## config.mk

```make
export PLATFORM = sky130hd
export DESIGN_NAME = mini_cpu_core
export DESIGN_NICKNAME = d
export VERILOG_FILES = /design/src/rtl/mini_cpu_core.sv
export SDC_FILE = /design/constraint.sdc
export NUM_CORES = 1
export LEC_CHECK = 0
export ABC_AREA = 1
export BUFFER_PORTS_ARGS = -buffer_cell sky130_fd_sc_hd__clkbuf_2
export CORE_AREA = 2 2 140 142
export DETAILED_ROUTE_END_ITERATION = 6
export DIE_AREA = 0 0 142 144
export PLACE_DENSITY = 0.56
export SLEW_MARGIN = 15
export SYNTH_ARGS = -nofsm -noshare
export SYNTH_HDL_FRONTEND = slang
export SYNTH_SLANG_ARGS = --single-unit
```

## constraint.sdc

```tcl
create_clock -name clk -period 3.4 [get_ports clk]
set_input_delay 0.51 -clock clk [delete_from_list [all_inputs] [get_ports clk]]
set_output_delay 0.51 -clock clk [all_outputs]
set_load 0.01 [all_outputs]
```

## src/rtl/mini_cpu_core.sv

```systemverilog
// mini_cpu_core
// Single-step 8-bit processor core. Each accepted start pulse runs one
// instruction through FETCH -> LOAD -> EXEC. With FREE_RUN set, the core keeps
// going until it reaches a HLT instruction. The 16-bit instructions come from
// an external synchronous ROM that has one cycle of read latency.
//
// Ports:
//   clk        system clock
//   rst        synchronous reset, active-high
//   start      one-cycle step pulse, only honoured while IDLE
//   imem_data  ROM read data, valid one cycle after imem_addr
//   imem_addr  ROM address, combinationally equal to pc
//   pc         program counter
//   ir         instruction register
//   rf_data    packed register file {R4,R3,R2,R1,R0}
//   busy       high in FETCH/LOAD/EXEC
//   halted     high in HALT
module mini_cpu_core #(
    parameter logic [7:0] RESET_PC = 8'h00,
    parameter bit         FREE_RUN = 1'b0
) (
    input  logic        clk,
    input  logic        rst,
    input  logic        start,
    input  logic [15:0] imem_data,
    output logic [7:0]  imem_addr,
    output logic [7:0]  pc,
    output logic [15:0] ir,
    output logic [39:0] rf_data,
    output logic        busy,
    output logic        halted
);

    localparam logic [3:0] OP_NOP  = 4'h0;
    localparam logic [3:0] OP_LDI  = 4'h1;
    localparam logic [3:0] OP_ADD  = 4'h2;
    localparam logic [3:0] OP_SUB  = 4'h3;
    localparam logic [3:0] OP_AND  = 4'h4;
    localparam logic [3:0] OP_OR   = 4'h5;
    localparam logic [3:0] OP_XOR  = 4'h6;
    localparam logic [3:0] OP_MOV  = 4'h7;
    localparam logic [3:0] OP_JMP  = 4'h8;
    localparam logic [3:0] OP_JZ   = 4'h9;
    localparam logic [3:0] OP_ADDI = 4'hA;
    localparam logic [3:0] OP_HLT  = 4'hF;

    localparam logic [2:0] NUM_REGS = 3'd5;

    typedef enum logic [2:0] {
        S_IDLE,
        S_FETCH,
        S_LOAD,
        S_EXEC,
        S_HALT
    } state_t;

    state_t state;
    state_t state_next;

    logic [7:0] regs [0:4];

    logic [3:0] op;
    logic [2:0] rd;
    logic [2:0] rs;
    logic [2:0] rt;
    logic [7:0] imm;

    logic [7:0] rd_val;
    logic [7:0] rs_val;
    logic [7:0] rt_val;

    logic       wr_en;
    logic [7:0] wr_data;
    logic [7:0] pc_next;
    logic       is_hlt;

    assign op  = ir[15:12];
    assign rd  = ir[11:9];
    assign rs  = ir[8:6];
    assign rt  = ir[5:3];
    assign imm = ir[7:0];

    assign imem_addr = pc;
    assign rf_data   = {regs[4], regs[3], regs[2], regs[1], regs[0]};

    // Only R0..R4 exist; the three spare encodings read back as zero.
    always_comb begin
        rd_val = 8'h00;
        rs_val = 8'h00;
        rt_val = 8'h00;
        if (rd < NUM_REGS) rd_val = regs[rd];
        if (rs < NUM_REGS) rs_val = regs[rs];
        if (rt < NUM_REGS) rt_val = regs[rt];
    end

    // Instruction decode and ALU. Results are applied only on the EXEC edge,
    // so all operands here are the values from before that edge.
    always_comb begin
        wr_en   = 1'b0;
        wr_data = 8'h00;
        pc_next = pc + 8'd1;
        is_hlt  = 1'b0;
        case (op)
            OP_LDI: begin
                wr_en   = 1'b1;
                wr_data = imm;
            end
            OP_ADD: begin
                wr_en   = 1'b1;
                wr_data = rs_val + rt_val;
            end
            OP_SUB: begin
                wr_en   = 1'b1;
                wr_data = rs_val - rt_val;
            end
            OP_AND: begin
                wr_en   = 1'b1;
                wr_data = rs_val & rt_val;
            end
            OP_OR: begin
                wr_en   = 1'b1;
                wr_data = rs_val | rt_val;
            end
            OP_XOR: begin
                wr_en   = 1'b1;
                wr_data = rs_val ^ rt_val;
            end
            OP_MOV: begin
                wr_en   = 1'b1;
                wr_data = rs_val;
            end
            OP_JMP: begin
                pc_next = imm;
            end
            OP_JZ: begin
                if (rd_val == 8'h00) pc_next = imm;
            end
            OP_ADDI: begin
                wr_en   = 1'b1;
                wr_data = rd_val + imm;
            end
            OP_HLT: begin
                pc_next = pc;
                is_hlt  = 1'b1;
            end
            default: begin
                // NOP and the unused opcodes B..E only advance pc.
            end
        endcase
    end

    // Sequencer: next state and status outputs.
    always_comb begin
        state_next = state;
        busy       = 1'b0;
        halted     = 1'b0;
        case (state)
            S_IDLE: begin
                if (start) state_next = S_FETCH;
            end
            S_FETCH: begin
                busy       = 1'b1;
                state_next = S_LOAD;
            end
            S_LOAD: begin
                busy       = 1'b1;
                state_next = S_EXEC;
            end
            S_EXEC: begin
                busy = 1'b1;
                if (is_hlt) begin
                    state_next = S_HALT;
                end else if (FREE_RUN) begin
                    state_next = S_FETCH;
                end else begin
                    state_next = S_IDLE;
                end
            end
            S_HALT: begin
                halted = 1'b1;
            end
            default: begin
                state_next = S_IDLE;
            end
        endcase
    end

    // Architectural state. Reset takes priority, so an instruction that is in
    // EXEC when rst is sampled never writes pc or the register file.
    always_ff @(posedge clk) begin
        if (rst) begin
            state <= S_IDLE;
            pc    <= RESET_PC;
            ir    <= 16'h0000;
            for (int i = 0; i < 5; i++) begin
                regs[i] <= 8'h00;
            end
        end else begin
            state <= state_next;
            if (state == S_LOAD) begin
                ir <= imem_data;
            end
            if (state == S_EXEC) begin
                pc <= pc_next;
                if (wr_en && (rd < NUM_REGS)) begin
                    regs[rd] <= wr_data;
                end
            end
        end
    end

endmodule
```

==> impl_metrics.yaml, run 1 <==
status:
  outcome: "finished, final reports clean"
critical_path:
  endpoint: "regs[4][6]"
  critPathLaunchType: "flip-flop"
  r2r_cells: 21
  rrSetupSlack_ps: 220
  worstSetupPathType: "flip-flop to flip-flop"
  r2r-start: "regs[3][0]"
  cp_cell_sequence: "inv_1 -> nand2_1 -> nand3_1 -> nand2_1 -> nor2_4 -> nor2_8 -> inv_2 -> ha_2 -> nand2_2 -> o21ai_2 -> xor2_1 -> inv_1 -> ha_1 -> inv_1 -> o21bai_1 -> a21oi_1 -> or2_2 -> nand3_1 -> nand3_2 -> inv_4 -> nor2_1"
  crit_top_cell: "inv_1"
  crit_slowest_cell: "edfxtp_1"
  cp-end-kind: "flip-flop"
  cp.required_ps: 3510
  max_stage_delay_ps: 380
  critPathLaunch: "regs[3][0]"
  cp_max_fo: 5
  worstPathArrival_ps: 3280
  worstReg2RegEnd: "regs[4][6]"
detailed_routing:
  post-route-drc-count: 0
  drt_pass1_iterations: 5
  dr.first_iter.drc_count: 750
  wire_per_inst_um: 17.1
  vias_per_cell: 5.19
  routed_wl_um: 23700
  ant_nets: 0
  route.vias.total: 7193
layout:
  nets: 1193
  area_growth_syn_to_layout_pct: 18.9
  drive_gt1_share_pct: 20.4
  final_core_util_pct: 45.3
  fill_cells: 1976
  n_antenna_cell: 0
clocking:
  clk_latency_ps: 370
  clkSinkCount: 100
  cts_made_buffers: 9
  htree_levels: 3
  clk_pin_slew_ps: 70
  clock_path_buffers: 2
  cts_tree: "yes"
  hold_buffers: 0
  root_buffer: "clkbuf_16"
placed_design:
  io_buffers: 92
  dpl.hpwl_um: 18300
  place_congestion: 0.941
timing:
  period_minus_slack_ps: 3180
  final-hold-violation-count: 0
  fin_skew_ps: 14.4
  slew_headroom_pct: 43.8
  slew_viol_final: 0
  whs_ps: 373
  worst_pin_slew_ps: 842
  finalCritPeriodShare_pct: 93.5
  setup_violations: 0
  max_freq_mhz: 315
flow_run:
  cap_violations: 0
floorplanning:
  die_area_mm2: 0.0204
  die_h_um: 144
  rows: 51
  ios: 93
  fp.dieW_um: 142
  coreArea_mm2: 0.0191
  start_util_pct: 38.1
synth:
  yosys_register_bits: 100
  synth_ff_type: "edfxtp_1"
  ys_seq_area_share_pct: 36.4
  synth_area_mm2: 0.00727
  syn_area_per_cell_um2: 7.22
  synth_cells: 1006
  yosysWarnings: 0
  synth-async-reset-ratio_pct: 0
  yosysUniqueCellTypes: 47
  synth_edf_count: 64
grt:
  grt_pass1_wl_um: 36700
  antenna_found_initial: 0
  grt_max_degree: 33
  grt_pass1_vias: 6758
  grt_overflow: 0
  track_usage_pct: 23.5
worst_hold_path:
  hold_depth: 2
  hp-start: "rst"
  hp-class: "input pin to flip-flop"
power:
  p_leak_uw: 0.00402
  p_total_uw: 4110
  ir_drop_mv: 0.298
  powerDensity_mw_per_mm2: 476
==> layout make-up <==
cell class / instances / area, um^2 / share of cell area (%)
Timing Repair Buffer: 148 / 908 / 10.5
Multi-Input combinational cell: 722 / 3890 / 45.1
Inverter: 161 / 612 / 7.08
Tap cell: 238 / 298 / 3.45
Clock buffer: 9 / 225 / 2.61
Clock inverter: 7 / 55.1 / 0.637
Sequential cell: 100 / 2650 / 30.7
==> synthesized netlist by cell type (6+ instances only) <==
cell type	n	area share (%)
ha_1	30	5.2
a21oi_1	105	7.2
o21ai_1	21	1.4
nand3_1	115	7.9
buf_2	13	0.90
edfxtp_1	64	26
xor2_1	10	1.2
nor2_1	89	4.6
nand2_1	176	9.1
o21ai_0	71	4.9
buf_6	6	0.93
o211ai_1	11	1.1
buf_4	13	1.3
inv_1	142	7.3
inv_2	18	0.93
clkbuf_1	14	0.72
nand3_2	10	1.4
dfxtp_1	36	9.9
==> how the worst min path moves through the flow <==
stage          slack, ps  endpoint
4_1_cts              370  state[1]
2_1_floorplan        480  state[1]
3_5_place_dp         510  state[1]
5_1_grt              390  state[1]
6_report             370  state[1]
3_3_place_gp         500  state[1]
==> cell families after synthesis <==
family	synth area share (%)
and+or+nand+nor	26.4
AOI/OAI and AO/OA	17.6
buffers and inverters	12.2
DFF	36.4
adders and majority gates	5.72
xor gates and xnor gates	1.57
other	0.0516
==> registers in the layout, indices dropped and copies added, names as in the netlist, named ones only <==
register,count
regs,64
ir,16
imem_addr,8
state,3
==> placed cells by master, fill, tap and decap left out, types with 4 or more instances in the layout <==
master       n
nor2_2       5
nand2_1    173
nor3_1       4
buf_4       52
edfxtp_1    64
clkbuf_16    9
conb_1      24
nor2_4       4
nand3b_1     4
a21oi_1    104
nand3_1    114
nor2_1      87
inv_6        4
inv_1      141
xor2_1      10
o21ai_1     22
o21ai_0     69
o211ai_1    11
clkbuf_2    92
dfxtp_1     33
nand2_2      5
inv_2       17
nand3_2     10
ha_1        28
==> metal layers <==
metal | global-route usage (%) | wire [um] | vias to the layer above
met2 | 38.6 | 11000 | 266
met1 | 32.0 | 10800 | 3298
met3 | 3.41 | 1420 | 44
met4 | 7.16 | 549 | 0
li1 | - | - | 3585
met5 | 0 | 0 | -
==> what timing repair did <==
action	4_1_cts	5_1_grt
setup buffers	0	2
setup endpoints to repair	0	33
gates resized for setup	0	30
==> critical path, delay by kind of cell (launching register included) <==
family	cells	cell delay, ps
adder cells (fa/ha/maj)	2	480
AO/OA/AOI/OAI	3	410
AND/OR/NAND/NOR	10	1080
buffers and inverters	5	440
flip-flops	1	380
XOR/XNOR	1	140
==> where the power goes <==
| group | internal [uW] | switching, uW |
|---|---|---|
| clock | 509 | 523 |
| sequential | 1390 | 83.3 |
| combinational | 597 | 1010 |
| total | 2500 | 1620 |
==> through the flow <==
step / TNS [ps] / instances / area, um^2 / setup WS (ps)
6_report: 0 / 1385 / 8640 / 221
5_1_grt: -36.8 / 1385 / 8640 / -10.9
4_1_cts: 0 / 1383 / 8530 / 17.3
3_5_place_dp: 0 / 1367 / 8250 / 42.9
3_3_place_gp: 0 / 1367 / 8250 / 170
2_1_floorplan: 0 / 1029 / 7350 / 197
(Power assumes the default switching activity.)
==> inputs of run 2 (changes only) <==
--- a/config.mk
+++ b/config.mk
@@ -5,12 +5,12 @@
 export SDC_FILE = /design/constraint.sdc
 export NUM_CORES = 1
 export LEC_CHECK = 0
-export ABC_AREA = 1
 export BUFFER_PORTS_ARGS = -buffer_cell sky130_fd_sc_hd__clkbuf_2
-export CORE_AREA = 2 2 140 142
+export CORE_AREA = 2 2 132 134
 export DETAILED_ROUTE_END_ITERATION = 6
-export DIE_AREA = 0 0 142 144
-export PLACE_DENSITY = 0.56
+export DIE_AREA = 0 0 134 136
+export HOLD_SLACK_MARGIN = 0.06
+export PLACE_DENSITY = 0.58
 export SLEW_MARGIN = 15
 export SYNTH_ARGS = -nofsm -noshare
 export SYNTH_HDL_FRONTEND = slang
==> impl_metrics.yaml, run 2 <==
critical_path:
  endpoint: "regs[4][4]"
  rrSetupSlack_ps: -250
  worstSetupPathType: "flip-flop to flip-flop"
  critPathLaunchType: "flip-flop"
  cp.required_ps: 3490
  worstPathArrival_ps: 3740
  cp_cell_sequence: "buf_12 -> mux4_2 -> mux2_4 -> nand2_4 -> ha_4 -> nor2_2 -> xor2_1 -> ha_1 -> a21o_1 -> a21oi_2 -> xnor2_1 -> nor2_1 -> a221oi_2 -> nor2_1 -> a221oi_2 -> buf_6 -> nor2_2"
  cp_max_fo: 6
  crit_slowest_cell: "mux4_2"
  max_stage_delay_ps: 490
  worstReg2RegEnd: "regs[4][4]"
  r2r_cells: 17
  cp-end-kind: "flip-flop"
grt:
  grt_overflow: 0
  grt_max_degree: 39
  track_usage_pct: 23.1
  antenna_found_initial: 0
  grt_pass1_vias: 5792
  grt_pass1_wl_um: 31900
layout:
  area_growth_syn_to_layout_pct: 29.5
  largest_reg_flops: 64
  final_cells: 1052
  final_cell_mix: "clkbuf_2 (92), buf_4 (91), nor2_1 (69)"
  final_core_util_pct: 51.6
  n_antenna_cell: 0
  largest-register: "regs"
  drive_gt1_share_pct: 39.4
  final_common_cell: "clkbuf_2"
  nets: 873
synth:
  synth_edf_count: 64
  synth-compound-area-share_pct: 11.2
  synth_common_cells: "nor2_1 (82), edfxtp_1 (64), nand2_1 (58)"
  synth_fa_ha_area_share_pct: 6.17
  synth_area_mm2: 0.00673
  ys_top_cells_by_area: "edfxtp_1 (29%), mux4_2 (16%), dfxtp_1 (11%), ha_1 (5.6%), nor2_1 (4.6%)"
  synth-simple-area-share_pct: 14.8
  yosys_register_bits: 100
  yosysMostFrequentCell: "nor2_1"
  syn_area_per_cell_um2: 10.5
  synthXorXnorAreaFrac_pct: 2.73
  synth.area.mux_share_pct: 20.2
  yosysTopAreaCell: "edfxtp_1"
  yosysWarnings: 0
  synthDominantCellAreaShare_pct: 28.6
  synth_top_family_by_area: "multiplexers"
  yosysUniqueCellTypes: 60
  synth-async-reset-ratio_pct: 0
  synth_cells: 642
  synth_ff_type: "edfxtp_1"
  ys_seq_area_share_pct: 39.3
clocking:
  clk_latency_ps: 350
  clkSinkCount: 100
  cts_tree: "yes"
  cts_made_buffers: 9
  htree_levels: 3
  hold_buffers: 0
  clk_pin_slew_ps: 70
  root_buffer: "clkbuf_16"
  clock_path_buffers: 2
timing:
  final-hold-violation-count: 0
  setup_violations: 32
  worst_pin_slew_ps: 920
  period_minus_slack_ps: 3650
  fin_skew_ps: 11.0
  finalCritPeriodShare_pct: 107
  rsz0062_at_grt: "true"
  slew_headroom_pct: 38.4
  max_freq_mhz: 274
  fin_setup_tns_ps: -6550
  layout_setup_ws_ps: -253
  slew_viol_final: 0
status:
  failed_checks: "setup timing"
  outcome: "complete, but fails checks"
detailed_routing:
  dr.first_iter.drc_count: 464
  vias_per_cell: 5.54
  route.vias.total: 5828
  wire_per_inst_um: 19.9
  ant_nets: 0
  drt_pass1_iterations: 7
  post-route-drc-count: 0
  routed_wl_um: 20900
placed_design:
  io_buffers: 92
  dpl.cell_count: 1033
  place_congestion: 0.932
  dpl.hpwl_um: 16200
worst_hold_path:
  hp-class: "input pin to flip-flop"
floorplanning:
  die_area_mm2: 0.0182
  die_h_um: 136
  ios: 93
  rows: 48
  fp.dieW_um: 134
  coreArea_mm2: 0.0169
  start_util_pct: 39.9
power:
  p_leak_uw: 0.00351
  powerDensity_mw_per_mm2: 408
  ir_drop_mv: 0.340
  p_total_uw: 3560
flow_run:
  cap_violations: 0
==> run 2: cell count changes in the layout (fill, tap and decap cells not counted), sizes merged, moves of 48 or more <==
cell,change
a21oi,-63
inv,-128
mux4,+48
nand2,-123
nand3,-116
o21ai,-75
==> run 2: cell families after synthesis <==
group                    after synthesis
flip-flops                           100
multiplexers                          75
buffers and inverters                 83
AND/OR/NAND/NOR                      213
AO/OA/AOI/OAI                        117
adder cells (fa/ha/maj)               32
other                                  1
XOR/XNOR                              21
==> run 2: worst min path at each step <==
| stage | startpoint | to | cells after the start |
|---|---|---|---|
| 6_report | imem_data[0] | ir[0] | 3 |
| 4_1_cts | imem_data[0] | ir[0] | 3 |
| 2_1_floorplan | state[2] | state[1] | 1 |
| 3_3_place_gp | state[2] | state[1] | 1 |
| 3_5_place_dp | state[2] | state[1] | 1 |
| 5_1_grt | imem_data[13] | ir[13] | 3 |
==> run 2: through the flow <==
stage | setup slack, ps | hold WS [ps] | cell area [um^2]
2_1_floorplan | -211 | 457 | 6880
3_3_place_gp | -469 | 483 | 8170
3_5_place_dp | -463 | 499 | 8170
4_1_cts | -202 | 353 | 8590
5_1_grt | -417 | 384 | 8720
6_report | -253 | 372 | 8720
==> run 2: worst max-delay path: cells and delay by family, from the launching register on <==
| kind | cells | cell delay (ps) |
|---|---|---|
| AOI/OAI and AO/OA | 4 | 840 |
| muxes | 2 | 800 |
| adders and majority gates | 2 | 440 |
| DFF | 1 | 380 |
| buffers and inverters | 2 | 330 |
| and+or+nand+nor | 5 | 320 |
| xor gates and xnor gates | 2 | 270 |
==> run 2: repair_timing <==
action,CTS,global route
gates resized for setup,27,34
setup buffers,2,2
pin swaps,16,28
setup endpoints to repair,51,56
==> run 2: cell type report <==
cell class | count | area (um^2)
Fill cell | 1490 | 8160
Multi-Input combinational cell | 482 | 4040
Sequential cell | 100 | 2650
Timing Repair Buffer | 193 | 1300
Tap cell | 225 | 282
Clock buffer | 11 | 264
Inverter | 36 | 140
Clock inverter | 5 | 45.0
==> run 2: routing by layer <==
layer	vias up	track usage, %	share of wire (%)
met3	49	3.84	5.8
met4	0	9.10	3.3
met5	-	0	0
li1	2703	-	-
met2	222	39.0	49
met1	2854	29.7	42
==> run 2: power by group <==
part           internal, uW  switching [uW]  total, uW  leakage (uW)
Combinational           526             559       1090       0.00240
Clock                   599             446       1050      0.000160
Sequential             1360            68.7       1430      0.000953
Total                  2480            1070       3560       0.00351
==> inputs of run 3 (changes only) <==
--- a/config.mk
+++ b/config.mk
@@ -5,12 +5,14 @@
 export SDC_FILE = /design/constraint.sdc
 export NUM_CORES = 1
 export LEC_CHECK = 0
+export ABC_AREA = 1
 export BUFFER_PORTS_ARGS = -buffer_cell sky130_fd_sc_hd__clkbuf_2
-export CORE_AREA = 2 2 132 134
+export CORE_AREA = 2 2 137 139
 export DETAILED_ROUTE_END_ITERATION = 6
-export DIE_AREA = 0 0 134 136
+export DIE_AREA = 0 0 139 141
 export HOLD_SLACK_MARGIN = 0.06
 export PLACE_DENSITY = 0.58
+export SKIP_CTS_REPAIR_TIMING = 1
 export SLEW_MARGIN = 15
 export SYNTH_ARGS = -nofsm -noshare
 export SYNTH_HDL_FRONTEND = slang
==> impl_metrics.yaml, run 3 (synthesis results as in run 1) <==
critical_path:
  critPathLaunchType: "flip-flop"
  worstSetupPathType: "flip-flop to flip-flop"
  endpoint: "regs[7][4]"
  rrSetupSlack_ps: 200
  path_depth: 18
  cp.required_ps: 3530
  crit_top_cell: "nand2_1"
  path_buf_inv: 4
  worstReg2RegEnd: "regs[7][4]"
  cp_cell_sequence: "buf_6 -> nand2_1 -> nand3_1 -> nand2_2 -> nor2_4 -> nor2_8 -> inv_2 -> ha_2 -> o21ai_1 -> fa_2 -> nand2_1 -> nand2_1 -> a21oi_2 -> xor2_1 -> a2111oi_2 -> and2_1 -> buf_12 -> inv_1"
  crit_family: "simple AND/OR/NAND/NOR gates"
  r2r_cells: 18
  cp-end-kind: "flip-flop"
  worstPathArrival_ps: 3330
  max_stage_delay_ps: 400
  crit_slowest_cell: "fa_2"
  cp_max_fo: 12
timing:
  final-hold-violation-count: 0
  worst_pin_slew_ps: 832
  max_freq_mhz: 312
  whs_ps: 391
  setup_violations: 0
  finalCritPeriodShare_pct: 94.1
  layout_setup_ws_ps: 199
  slew_viol_final: 0
  period_minus_slack_ps: 3200
  slew_headroom_pct: 44.5
  fin_skew_ps: 14.9
layout:
  final_area_mm2: 0.00860
  final_common_cell: "nand2_1"
  regArea_mm2: 0.00265
  drive_gt1_share_pct: 19.6
  fill_cells: 1925
  final_cell_mix: "nand2_1 (175), inv_1 (140), nand3_1 (115)"
  final_cells: 1373
  area_growth_syn_to_layout_pct: 18.3
  multi_input_area_mm2: 0.00388
  n_antenna_cell: 0
  nets: 1185
  final_core_util_pct: 47.1
  largest_reg_flops: 64
  largest-register: "regs"
clocking:
  clock_path_buffers: 2
  root_buffer: "clkbuf_16"
  cts_tree: "yes"
  htree_levels: 3
  cts_made_buffers: 9
  clkSinkCount: 100
  clk_pin_slew_ps: 80
  clk_latency_ps: 370
grt:
  antenna_found_initial: 0
  grt_pass1_wl_um: 37100
  grt_max_degree: 37
  track_usage_pct: 24.3
  grt_overflow: 0
  grt_pass1_vias: 6815
floorplanning:
  start_util_pct: 39.8
  ios: 93
  fp.dieW_um: 139
  die_area_mm2: 0.0196
  rows: 50
  coreArea_mm2: 0.0183
  die_h_um: 141
power:
  p_leak_uw: 0.00398
  powerDensity_mw_per_mm2: 484
  ir_drop_mv: 0.256
detailed_routing:
  wire_per_inst_um: 17.2
  dr.first_iter.drc_count: 610
  routed_wl_um: 23600
  route.vias.total: 7173
  ant_nets: 0
  vias_per_cell: 5.22
  post-route-drc-count: 0
  drt_pass1_iterations: 5
status:
  outcome: "finished, final reports clean"
worst_hold_path:
  hp-class: "input pin to flip-flop"
placed_design:
  dpl.hpwl_um: 18300
  io_buffers: 92
  placed_cell_area_mm2: 0.00821
  dpl.cell_count: 1357
  place_congestion: 0.946
  dp_slack_ps: 68.1
flow_run:
  cap_violations: 0
-- run 3: changes by cell type in the layout (fill, tap and decap cells not counted), sizes merged, moves of 15 or more --
cell,delta
inv,+124
a21oi,+63
nand2b,-15
mux2i,-21
buf,-53
o21ai,+75
mux4,-48
nand2,+123
nand3,+116
nor2,+15
xnor2,-17
-- run 3: power breakdown --
part / internal (uW) / switching (uW)
logic: 561 / 989
registers: 1390 / 80.4
clock network: 650 / 490
total: 2610 / 1560
-- run 3: worst reg2reg max path: stages (launching register included) --
cell and delay, ps:
dfxtp_2 340, buf_6 140, nand2_1 70, nand3_1 90
nand2_2 110, nor2_4 60, nor2_8 110, inv_2 50
ha_2 300, o21ai_1 110, fa_2 400, nand2_1 90
nand2_1 70, a21oi_2 190, xor2_1 110, a2111oi_2 350
and2_1 210, buf_12 130, inv_1 60
-- run 3: worst min-delay path by stage --
stage,depth (start not counted),end,slack [ps],start
after floorplan,2,state[1],480,state[0]
after global placement,2,state[1],510,state[0]
after detailed placement,2,state[1],510,state[0]
after CTS,2,state[2],380,rst
after global routing,2,state[1],390,rst
final,2,state[1],390,rst
-- run 3: layout make-up --
type,instances,area share (%)
repair buffers,140,9.97
multi-input cells,722,45.1
clock buffers,11,2.71
well taps,234,3.41
inverters,161,7.06
flip-flops and latches,100,30.8
clock inverters,5,0.990
-- run 3: layer usage --
| layer | part of all wire, % | up-vias | GRT usage [%] |
|---|---|---|---|
| met5 | 0 | - | 0 |
| met4 | 1.9 | 0 | 6.96 |
| met3 | 7.0 | 35 | 4.52 |
| met2 | 46 | 281 | 39.8 |
| met1 | 45 | 3286 | 33.0 |
| li1 | - | 3571 | - |
-- run 3: per-stage QoR --
step	TNS (ps)	total power [uW]
after floorplan	0	2510
after global placement	0	2960
after detailed placement	0	2970
after CTS	0	4100
after global routing	-434	4430
final	0	4170
